--- src/rtl/rp_acq_wr_pkg.sv ---
// Shared definitions for the acquisition write controller: FSM encoding,
// counter width and a saturating-increment helper.
package rp_acq_wr_pkg;

  localparam int unsigned CW = 32;

  typedef enum logic [2:0] {
    ST_IDLE      = 3'd0,
    ST_PRE       = 3'd1,
    ST_WAIT_TRIG = 3'd2,
    ST_POST      = 3'd3,
    ST_DONE      = 3'd4
  } acq_state_t;

  function automatic logic [CW-1:0] sat_inc(input logic [CW-1:0] v, input logic en);
    logic [CW-1:0] r;
    r = v;
    if (en && (v != {CW{1'b1}})) r = v + CW'(1);
    return r;
  endfunction

  function automatic logic is_armed(input acq_state_t s);
    return (s == ST_PRE) || (s == ST_WAIT_TRIG) || (s == ST_POST);
  endfunction

endpackage

--- src/rtl/rp_acq_wr.sv ---
// Acquisition write controller: streams decimated samples into a circular
// buffer and runs the arm / pre-trigger / trigger / post-trigger sequence.
module rp_acq_wr
  import rp_acq_wr_pkg::*;
#(
  parameter int unsigned DW = 14,
  parameter int unsigned AW = 14
) (
  input  logic          adc_clk_i,
  input  logic          adc_rst_i,
  input  logic          dec_val_i,
  input  logic [DW-1:0] dec_dat_i,
  input  logic          arm_i,
  input  logic          stop_i,
  input  logic          trig_i,
  input  logic [CW-1:0] set_pre_i,
  input  logic [CW-1:0] set_dly_i,
  output logic          wr_en_o,
  output logic [AW-1:0] wr_addr_o,
  output logic [DW-1:0] wr_dat_o,
  output logic [AW-1:0] trig_addr_o,
  output logic          armed_o,
  output logic          trig_det_o,
  output logic          done_o,
  output logic [CW-1:0] pre_cnt_o
);

  acq_state_t    r_state;
  acq_state_t    w_state_nxt;

  logic [AW-1:0] r_wp;
  logic [AW-1:0] r_wr_addr;
  logic [DW-1:0] r_wr_dat;
  logic          r_wr_en;

  logic [AW-1:0] r_trig_addr;
  logic          r_armed;
  logic          r_trig_det;
  logic          r_done;
  logic [CW-1:0] r_pre_cnt;
  logic [CW-1:0] r_post_cnt;

  logic          w_cnt_en;
  logic [CW-1:0] w_pre_nxt;
  logic [CW-1:0] w_post_nxt;
  logic          w_arm;
  logic          w_trig_acc;
  logic          w_done_set;

  // State register
  always_ff @(posedge adc_clk_i) begin
    if (adc_rst_i) r_state <= ST_IDLE;
    else           r_state <= w_state_nxt;
  end

  // Next state: stop > arm > trigger > counter compares
  always_comb begin
    w_state_nxt = r_state;
    if (stop_i) begin
      w_state_nxt = ST_IDLE;
    end else if (arm_i) begin
      w_state_nxt = (set_pre_i == '0) ? ST_WAIT_TRIG : ST_PRE;
    end else begin
      case (r_state)
        ST_PRE:       if (w_pre_nxt >= set_pre_i)  w_state_nxt = ST_WAIT_TRIG;
        ST_WAIT_TRIG: if (trig_i)                  w_state_nxt = ST_POST;
        ST_POST:      if (w_post_nxt >= set_dly_i) w_state_nxt = ST_DONE;
        default:      w_state_nxt = r_state;
      endcase
    end
  end

  // Output/event decode; compares use the count including this cycle's sample
  always_comb begin
    w_cnt_en   = is_armed(r_state) & dec_val_i;
    w_pre_nxt  = sat_inc(r_pre_cnt, w_cnt_en);
    w_post_nxt = sat_inc(r_post_cnt, (r_state == ST_POST) & dec_val_i);
    w_arm      = arm_i & ~stop_i;
    w_trig_acc = (r_state == ST_WAIT_TRIG) & trig_i & ~arm_i & ~stop_i;
    w_done_set = (r_state == ST_POST) & (w_post_nxt >= set_dly_i) & ~arm_i & ~stop_i;
  end

  // Write path: one-cycle latency, runs regardless of acquisition state
  always_ff @(posedge adc_clk_i) begin
    if (adc_rst_i) begin
      r_wp      <= '0;
      r_wr_en   <= 1'b0;
      r_wr_addr <= '0;
      r_wr_dat  <= '0;
    end else begin
      r_wr_en <= dec_val_i;
      if (dec_val_i) begin
        r_wr_addr <= r_wp;
        r_wr_dat  <= dec_dat_i;
        r_wp      <= r_wp + AW'(1);
      end
    end
  end

  // Status and counters; stop keeps the sticky flags and the pre count
  always_ff @(posedge adc_clk_i) begin
    if (adc_rst_i) begin
      r_armed     <= 1'b0;
      r_trig_addr <= '0;
      r_trig_det  <= 1'b0;
      r_done      <= 1'b0;
      r_pre_cnt   <= '0;
      r_post_cnt  <= '0;
    end else begin
      r_armed <= is_armed(w_state_nxt);
      if (w_trig_acc) r_trig_addr <= r_wp;

      if (w_arm) begin
        r_trig_det <= 1'b0;
        r_done     <= 1'b0;
        r_pre_cnt  <= '0;
      end else begin
        if (w_trig_acc) r_trig_det <= 1'b1;
        if (w_done_set) r_done     <= 1'b1;
        if (!stop_i)    r_pre_cnt  <= w_pre_nxt;
      end

      // The sample arriving with the trigger is post sample #1
      if (stop_i || arm_i)  r_post_cnt <= '0;
      else if (w_trig_acc)  r_post_cnt <= CW'(dec_val_i);
      else                  r_post_cnt <= w_post_nxt;
    end
  end

  assign wr_en_o     = r_wr_en;
  assign wr_addr_o   = r_wr_addr;
  assign wr_dat_o    = r_wr_dat;
  assign trig_addr_o = r_trig_addr;
  assign armed_o     = r_armed;
  assign trig_det_o  = r_trig_det;
  assign done_o      = r_done;
  assign pre_cnt_o   = r_pre_cnt;

endmodule

--- config.mk ---
export PLATFORM = sky130hd
export DESIGN_NAME = rp_acq_wr
export DESIGN_NICKNAME = d
export VERILOG_FILES = /design/src/rtl/rp_acq_wr_pkg.sv /design/src/rtl/rp_acq_wr.sv
export SDC_FILE = /design/constraint.sdc
export NUM_CORES = 1
export LEC_CHECK = 0
export BUFFER_PORTS_ARGS = -buffer_cell sky130_fd_sc_hd__buf_2
export CORE_MARGIN = 5
export CORE_UTILIZATION = 30
export CTS_CLUSTER_DIAMETER = 80
export DETAILED_ROUTE_END_ITERATION = 16
export SYNTH_ARGS = -nofsm -noshare
export SYNTH_HDL_FRONTEND = slang
export SYNTH_SLANG_ARGS = --single-unit
--- constraint.sdc ---
create_clock -name adc_clk_i -period 4.8 [get_ports adc_clk_i]
set_input_delay 0.24 -clock adc_clk_i [delete_from_list [all_inputs] [get_ports adc_clk_i]]
set_output_delay 0.24 -clock adc_clk_i [all_outputs]
set_load 0.005 [all_outputs]
==> impl_metrics.py <==
metrics = {
    "synthesis": {
        "yosysTopAreaCellShare_pct": 33.54,
        "synth-xor-area-share_pct": 11.09,
        "synth_cells": 920,
        "yosysMostFrequentCell": "dfxtp_1",
        "synth_top_family_by_area": "simple AND/OR/NAND/NOR gates",
        "yosys-mux-area-fraction_pct": 4.127,
        "synth_fp_nets": 1071,
        "synth-edff-count": 0,
        "synth-compound-area-share_pct": 7.791,
        "seq_area_frac_synth_pct": 33.54,
        "postSynthAreaPerCell_um2": 8.239,
        "synth_seq_cells": 127,
        "synth.top_cells.by_count": "dfxtp_1 (127), nor2_1 (99), nand2_1 (90)",
        "synth_cell_types": 59,
        "synthFlopType": "dfxtp_1",
        "ys_warn_count": 0,
        "async_flop_share_pct": 0,
        "synth-simple-area-share_pct": 26.79,
        "netlist_area_um2": 7580,
        "synth_area_leaders": "dfxtp_1 (34%), ha_1 (11%), xnor2_1 (7.5%)",
        "synth_top_area_cell": "dfxtp_1",
        "synthAdderAreaFrac_pct": 11.06,
    },
    "critical_path": {
        "cp_max_fo": 9,
        "critPathKind": "reg -> reg",
        "arrival_ns": 4.69,
        "critPathLaunchType": "register",
        "crit_path_end_kind": "register",
        "crit_required_ns": 5.07,
    },
    "detailed_routing": {
        "wl_um": 20650,
        "ant_nets": 0,
        "first_pass_iters": 4,
        "wl_per_cell_um": 14.55,
        "via_count": 6737,
        "drc": 0,
        "drtIter0Drc": 370,
        "via_per_inst": 4.748,
    },
    "timing": {
        "hold_viol_final": 0,
        "timing.setup.tns_ns": 0,
        "post-route-period-util_pct": 92.00,
        "fmax_ghz": 0.2265,
        "tightestPinTransition_ns": 0.8831,
        "setup-violations-final": 0,
        "rsz0062_at_grt": "no",
        "min_period_ns": 4.416,
        "maxSlewHeadroom_pct": 40.58,
        "finClkSkew_ns": 0.01245,
        "finalMaxSlewViolations": 0,
    },
    "global_routing": {
        "globalRouteOverflowTotal": 0,
        "grt_use_total_pct": 14.41,
        "grt_max_degree": 62,
        "grt_pass1_vias": 6424,
        "grt_pass1_wl_um": 33280,
        "antenna_found_initial": 0,
    },
    "run": {
        "drv_cap": 0,
    },
    "placement": {
        "numPortBuffers": 161,
        "placed_area_um2": 8737,
        "hpwl_um": 15890,
        "dp_cells": 1387,
        "finalWeightedCongestion": 0.8170,
    },
    "clock_tree": {
        "cts.path.max_buffers": 2,
        "postCtsResizedCells": 0,
        "cts_tree": "done",
        "holdBufCountCts": 0,
        "post_cts_buffers": 0,
        "clock_sinks": 127,
        "h-tree-depth": 4,
        "clkTransAtPathRegs_ns": 0.06,
        "clk_latency_ns": 0.42,
        "clock-root-buffer": "clkbuf_16",
        "numCtsBuffers": 17,
    },
    "cells_and_area": {
        "syn_to_final_growth_pct": 23.18,
        "drive_above_1_share_pct": 20.11,
        "diodes": 0,
        "design_area_um2": 9336,
        "layout.cells.non_filler": 1419,
        "finalNetCount": 1227,
    },
    "floorplan": {
        "initial_core_util_pct": 30.27,
        "pin_count": 162,
        "coreArea_um2": 25040,
        "die_area_um2": 28540,
        "die_w_um": 169.0,
        "die_y_um": 169.0,
        "std_cell_rows": 58,
    },
    "run_status": {
        "status": "completed",
    },
    "power": {
        "p_per_area_nw_per_um2": 273.4,
        "power_leakage_nw": 4.250,
        "ir_drop_uv": 174.2,
        "total_power_mw": 2.553,
    },
    "worst_hold_path": {
        "hp-class": "in -> reg",
    },
}
placed cells by master (no fill, tap or decap), drive strengths merged, types with 32 or more instances in the layout:
cell   Yosys  final
xnor2     65     65
buf        9    170
nand2     90     90
a21oi     47     47
nor2      99     99
dfxtp    127    127
inv       76     83
nor2b     32     32
ha        67     67
nand3     32     32
nand4     37     37
cell type report:
class | instances | area [µm²]
Multi-Input combinational cell | 684 | 4623
Clock inverter | 15 | 173.9
Clock buffer | 17 | 425.4
Sequential cell | 127 | 2542
Fill cell | 2612 | 15700
Tap cell | 330 | 412.9
Inverter | 76 | 285.3
Timing Repair Buffer | 170 | 873.3
registers in the layout (all words and copies together) (netlist names):
name         count
pre_cnt_o       32
r_post_cnt      32
r_wp            14
trig_addr_o     14
wr_addr_o       14
wr_dat_o        14
r_state          3
armed_o          1
done_o           1
trig_det_o       1
wr_en_o          1
routing by layer:
layer | GRT usage (%) | vias up | wire length [µm] | part of all wire, %
li1 | - | 3480 | - | -
met3 | 4.040 | 14 | 1344 | 6.5
met4 | 4.093 | 0 | 219 | 1.1
met2 | 22.79 | 178 | 9203 | 45
met1 | 19.24 | 3065 | 9880 | 48
met5 | 0 | - | 0 | 0
through the flow:
stage | hold slack [ns] | util, % | worst slack [ns]
2_1_floorplan | 0.3877 | - | 1.073
3_5_place_dp | 0.4474 | 34.90 | 0.4331
6_report | 0.05721 | 37.29 | 0.3841
5_1_grt | 0.04350 | 37.29 | 0.08265
4_1_cts | 0.03285 | 37.29 | 0.3708
3_3_place_gp | 0.4423 | 34.90 | 0.5395
where the power goes:
part	switching (mW)	internal, mW	total [mW]
sequential	0.00942	1.07	1.08
combinational	0.0941	0.0684	0.162
clock	0.533	0.782	1.32
logic make-up (layout without fill, tap and decap cells):
| group | after synthesis | in the layout |
|---|---|---|
| AO/OA/AOI/OAI | 99 | 99 |
| XOR/XNOR | 96 | 96 |
| adder cells (fa/ha/maj) | 67 | 67 |
| buffers and inverters | 109 | 278 |
| flip-flops | 127 | 127 |
| multiplexers | 31 | 31 |
| AND/OR/NAND/NOR | 391 | 391 |
critical path, cell delays in order (launching register included):
cell,delay (ns)
dfxtp_1,0.46
and3b_1,0.24
nand2_1,0.15
nor4_2,0.78
nand4_1,0.20
xnor2_1,0.18
ha_1,0.30
nand4_1,0.15
or4_1,0.53
or4_1,0.40
a31oi_1,0.30
nor2_1,0.12
o311ai_1,0.32
a32oi_1,0.15
worst paths after layout:
check                                    start              to  slack [ns]  cells after the start
worst max register to register      r_state[0]         armed_o        0.38                     13
worst min-delay path              dec_dat_i[9]     wr_dat_o[9]        0.06                      3
worst min register to register  trig_addr_o[5]  trig_addr_o[5]        0.45                      2
worst max-delay path                r_state[0]         armed_o        0.38                     13
No activity file was read; power rests on OpenSTA's default activity.
